[config.mk]
export PLATFORM = sky130hd
export DESIGN_NAME = sif_stream_fifo
export DESIGN_NICKNAME = d
export VERILOG_FILES = /design/src/rtl/sif_stream_fifo.sv
export SDC_FILE = /design/constraint.sdc
export NUM_CORES = 1
export LEC_CHECK = 0
export BUFFER_PORTS_ARGS = -buffer_cell sky130_fd_sc_hd__buf_2
export CAP_MARGIN = 20
export CELL_PAD_IN_SITES_DETAIL_PLACEMENT = 1
export CELL_PAD_IN_SITES_GLOBAL_PLACEMENT = 1
export CORE_MARGIN = 2
export CORE_UTILIZATION = 45
export DETAILED_ROUTE_END_ITERATION = 10
export MAX_ROUTING_LAYER = met4
export PLACE_DENSITY = 0.76
export RECOVER_POWER = 50
export SETUP_SLACK_MARGIN = 0.4
export SLEW_MARGIN = 20
export SYNTH_ARGS = -nofsm -noshare
export SYNTH_HDL_FRONTEND = slang
export SYNTH_SLANG_ARGS = --single-unit
[constraint.sdc]
create_clock -name clk -period 3.45 [get_ports clk]
set_clock_uncertainty 0.15 [all_clocks]
set_input_delay 0.1725 -clock clk [delete_from_list [all_inputs] [get_ports clk]]
set_output_delay 0.1725 -clock clk [all_outputs]
set_load 0.005 [all_outputs]
[src/rtl/sif_stream_fifo.sv]
// SIF valid/ready stream FIFO: circular buffer between the up (sink) and dn (source) streams.
// Optional push/pop statistics counters are built when SIF_STAT_EN is defined.
module sif_stream_fifo #(
  parameter int unsigned DMA_WIDTH = 32,
  parameter int unsigned DEPTH     = 16
) (
  input  logic                       clk,
  input  logic                       rst_n,
  input  logic                       up_vld,
  input  logic [DMA_WIDTH-1:0]       up_dat,
  output logic                       up_rdy,
  output logic                       dn_vld,
  output logic [DMA_WIDTH-1:0]       dn_dat,
  input  logic                       dn_rdy,
`ifdef SIF_STAT_EN
  output logic [31:0]                stat_in,
  output logic [31:0]                stat_out,
`endif
  output logic [$clog2(DEPTH):0]     level
);

  localparam int unsigned AW = $clog2(DEPTH);
  localparam logic [AW:0] DepthL = (AW+1)'(DEPTH);

  logic [DMA_WIDTH-1:0] mem [DEPTH];

  logic [AW:0] wr_ptr_q, wr_ptr_d;
  logic [AW:0] rd_ptr_q, rd_ptr_d;
  logic [AW:0] level_q, level_d;
  logic        up_rdy_q, up_rdy_d;
  logic        empty, full;
  logic        push, pop;

  assign empty = (wr_ptr_q == rd_ptr_q);
  assign full  = (wr_ptr_q[AW-1:0] == rd_ptr_q[AW-1:0]) && (wr_ptr_q[AW] != rd_ptr_q[AW]);

  assign push = up_vld & up_rdy_q & ~full;
  assign pop  = dn_vld & dn_rdy;

  assign up_rdy = up_rdy_q;
  assign dn_vld = ~empty;
  assign dn_dat = dn_vld ? mem[rd_ptr_q[AW-1:0]] : '0;
  assign level  = level_q;

  // DEPTH is a power of two, so a plain increment wraps the index and toggles the MSB.
  always_comb begin
    wr_ptr_d = wr_ptr_q;
    rd_ptr_d = rd_ptr_q;
    if (push) wr_ptr_d = wr_ptr_q + 1'b1;
    if (pop)  rd_ptr_d = rd_ptr_q + 1'b1;
    level_d  = level_q + {{AW{1'b0}}, push} - {{AW{1'b0}}, pop};
    up_rdy_d = (level_d < DepthL);
  end

  always_ff @(posedge clk or negedge rst_n) begin
    if (!rst_n) begin
      wr_ptr_q <= '0;
      rd_ptr_q <= '0;
      level_q  <= '0;
      up_rdy_q <= 1'b0;
    end else begin
      wr_ptr_q <= wr_ptr_d;
      rd_ptr_q <= rd_ptr_d;
      level_q  <= level_d;
      up_rdy_q <= up_rdy_d;
    end
  end

  always_ff @(posedge clk) begin
    if (push) mem[wr_ptr_q[AW-1:0]] <= up_dat;
  end

`ifdef SIF_STAT_EN
  logic [31:0] stat_in_q, stat_out_q;

  always_ff @(posedge clk or negedge rst_n) begin
    if (!rst_n) begin
      stat_in_q  <= '0;
      stat_out_q <= '0;
    end else begin
      if (push) stat_in_q  <= stat_in_q + 32'd1;
      if (pop)  stat_out_q <= stat_out_q + 32'd1;
    end
  end

  assign stat_in  = stat_in_q;
  assign stat_out = stat_out_q;
`endif

`ifndef SYNTHESIS
  always @(posedge clk) begin
    if (rst_n) begin
      assert (!$isunknown(up_vld)) else $error("sif_stream_fifo: up_vld is X");
      assert (!$isunknown(dn_rdy)) else $error("sif_stream_fifo: dn_rdy is X");
    end
  end
`endif

endmodule

==> flow_metrics.env <==
export IMPL_initial_core_util_pct=45.7
export IMPL_cts_max_level=2
export IMPL_ys_seq_area_share_pct=78.1
export IMPL_yosysWarnings=0
export IMPL_fin_nets=1096
export IMPL_critical_path_class="register to register"
export IMPL_grt_start_max_net_pins=132
export IMPL_vias=9837
export IMPL_cp_slowest_stage_delay_ns=0.65
export IMPL_avgSynthCellArea_sq_um=22.6
export IMPL_synth_largest_area_cell="edfxtp_1"
export IMPL_clock_latency_ns=0.59
export IMPL_crit_chain="xor2_1 > nor4_4 > clkbuf_1 > a21oi_1 > buf_4 > and3_2 > buf_4"
export IMPL_wl_um=49200
export IMPL_rsz0062_at_grt="yes"
export IMPL_drive_gt1_share_pct=28.5
export IMPL_synth_seq_cells=528
export IMPL_hold_class="register to register"
export IMPL_synth_nets=941
export IMPL_power_mw=19.1
export IMPL_critPathLaunch="rd_ptr_q[0]"
export IMPL_cpMostUsedCell="buf_4"
export IMPL_hpwlAfterDp_um=26200
export IMPL_gp_congestion=0.704
export IMPL_worstSetupStartpointType="register"
export IMPL_grtUsageMet3_pct=4.03
export IMPL_synthFlopType="edfxtp_1"
export IMPL_detail_route_antenna_nets=0
export IMPL_switching_power_mw=5.89
export IMPL_setup_tns_final_ns=0
export IMPL_synthArstFlopShare_pct=3.03
export IMPL_cts_tree="built"
export IMPL_antenna_found_initial=2
export IMPL_ir_drop_mv=0.548
export IMPL_drtIter0Drc=973
export IMPL_worstPathArrival_ns=3.20
export IMPL_core_area_sq_um=44200
export IMPL_first_pass_iters=5
export IMPL_pwr_share_comb_pct=31.6
export IMPL_cts_root_buffer="clkbuf_16"
export IMPL_crit_fanout=20
export IMPL_grt_total_usage_pct=22.0
export IMPL_outcome="finished clean"
export IMPL_crit_reg2reg_launch="rd_ptr_q[0]"
export IMPL_cts_made_buffers=53
export IMPL_layout_min_cycle_time_ns=3.07
export IMPL_grt_pass1_wl_um=72100
export IMPL_p_int_mw=13.2
export IMPL_relSlewSlack_pct=27.8
export IMPL_p_leak_nw=7.56
export IMPL_layout_common_cells="edfxtp_1 (512), mux4_2 (128), a22oi_1 (64)"
export IMPL_setup_violations=0
export IMPL_worst_pin_slew_ns=1.08
export IMPL_avgRoutedWirePerCell_um=29.2
export IMPL_synth_edf_count=512
export IMPL_path_clk_slew_ns=0.06
export IMPL_p_seq_share_pct=40.7
export IMPL_fmax_mhz=326
export IMPL_gr_usage_met2_pct=35.6
export IMPL_layout_commonest_cell="edfxtp_1"
export IMPL_hold_viol=0
export IMPL_die_area_sq_um=46600
export IMPL_crit_required_ns=3.58
export IMPL_clkPwrFrac_pct=27.8
export IMPL_synth_cells=894
export IMPL_area_growth_pct=16.9
export IMPL_critPathBufInv=3
export IMPL_p_sw_share_pct=30.8
export IMPL_ys_types=30
export IMPL_drc=0
export IMPL_synthTopCellsByArea="edfxtp_1 (76%), mux4_2 (14%), a22oi_1 (2.4%), dfrtp_1 (2.0%), a21oi_1 (0.92%)"
export IMPL_cpMaxStageDelayCell="and3_2"
export IMPL_p_per_area_nw_per_um2=810
export IMPL_grt_use_met1_pct=29.0
export IMPL_path_delay_family="buffers and inverters"
export IMPL_die_w_um=216
export IMPL_via_per_inst=5.84
export IMPL_grt_ovfl_total=0
export IMPL_grt_busiest_layer="met2"
export IMPL_synth_top_area_share_pct=76.1
export IMPL_rows=77
export IMPL_clockBufferDepth=3
export IMPL_die_h_um=216
export IMPL_grt_pass1_vias=10800
export IMPL_dp_cells=1539
export IMPL_cap_violations=0
export IMPL_netlist_area_sq_um=20200
export IMPL_io_buffers=74
export IMPL_end_kind="register"
export IMPL_numClockSinks=528
export IMPL_worstHoldStart="level[0]"
export IMPL_slew_violations=0
export IMPL_finalCritPeriodShare_pct=88.9
export IMPL_stdcell_count=1683
export IMPL_io_pins=75
## cells by family (layout without fill, tap and decap cells)
logic type | count (synthesis) | in the layout | synth area share (%)
flip-flops | 528 | 528 | 78.1
multiplexers | 130 | 130 | 14.4
AO/OA/AOI/OAI | 107 | 107 | 3.54
buffers and inverters | 66 | 261 | 1.38
AND/OR/NAND/NOR | 33 | 33 | 1.03
XOR/XNOR | 19 | 19 | 0.824
adder cells (fa/ha/maj) | 11 | 11 | 0.719
other | 0 | 2 | 0
## layer usage
metal  part of all wire, %  wire [um]
met1                    41      20300
met2                    51      25100
met3                   5.6       2770
met4                   2.0        990
met5                     0          0
## cell usage after synthesis (all sizes together) (5+ instances only)
cell type	n
ha	10
nor2b	5
edfxtp	512
xnor2	5
and3	12
inv	12
xor2	14
mux4	128
a21oi	37
a22oi	64
buf	24
dfrtp	16
and2	6
clkbuf	30
## final cells by class
type / count / area (sq um)
repair buffers: 154 / 1230
well taps: 592 / 741
multi-input cells: 300 / 4230
diodes: 2 / 5.00
flip-flops and latches: 528 / 15800
clock buffers: 71 / 1410
clock inverters: 24 / 165
fillers: 3839 / 20600
inverters: 12 / 45.0
## flip-flops by register name (all words and copies together) (netlist names)
signal    cells
mem         512
level         5
rd_ptr_q      5
wr_ptr_q      5
up_rdy        1
## worst reg2reg max path, stage by stage (launching register included)
cell and delay, ns:
dfrtp_4 0.51, xor2_1 0.29, nor4_4 0.10, clkbuf_1 0.13, a21oi_1 0.27, buf_4 0.27
and3_2 0.65, buf_4 0.39
## stage by stage
| stage | utilization [%] | setup slack [ns] | area, sq um | hold WS (ns) |
|---|---|---|---|---|
| 2_1_floorplan | - | 0.443 | 20200 | -0.273 |
| 5_1_grt | 53.4 | 0.205 | 23600 | 0.413 |
| 6_report | 53.4 | 0.382 | 23600 | 0.385 |
| 3_5_place_dp | 48.5 | 0.402 | 21500 | -0.0324 |
| 4_1_cts | 53.2 | 0.402 | 23500 | 0.325 |
| 3_3_place_gp | 48.5 | 0.538 | 21500 | -0.0359 |
## final timing paths
check	endpoint	slack, ns	depth (start not counted)
hold / removal	level[0]	0.39	1
hold reg to reg	level[0]	0.39	1
max in group asynchronous	rd_ptr_q[0]	2.02	3
setup / recovery	mem[5][0]	0.38	7
min in group asynchronous	level[3]	0.56	3
setup reg to reg	mem[5][0]	0.38	7
## power by group through the flow
stage          Sequential, mW  Clock [mW]  Combinational [mW]
2_1_floorplan            7.78           0                3.72
3_3_place_gp             7.87           0                5.48
3_5_place_dp             7.91           0                5.63
4_1_cts                  7.82        5.39                5.91
5_1_grt                  7.82        5.61                6.50
6_report                 7.78        5.31                6.04
## timing repair
| action | CTS | global route |
|---|---|---|
| hold endpoints to repair | 534 | 0 |
| setup endpoints to repair | 33 | 69 |
| pin swaps | 0 | 2 |
| gates resized for setup | 8 | 12 |
| buffers inserted | 0 | 6 |
| hold buffers | 36 | 0 |
| cloned | 3 | 2 |
Power figures use the tool's default switching activity.
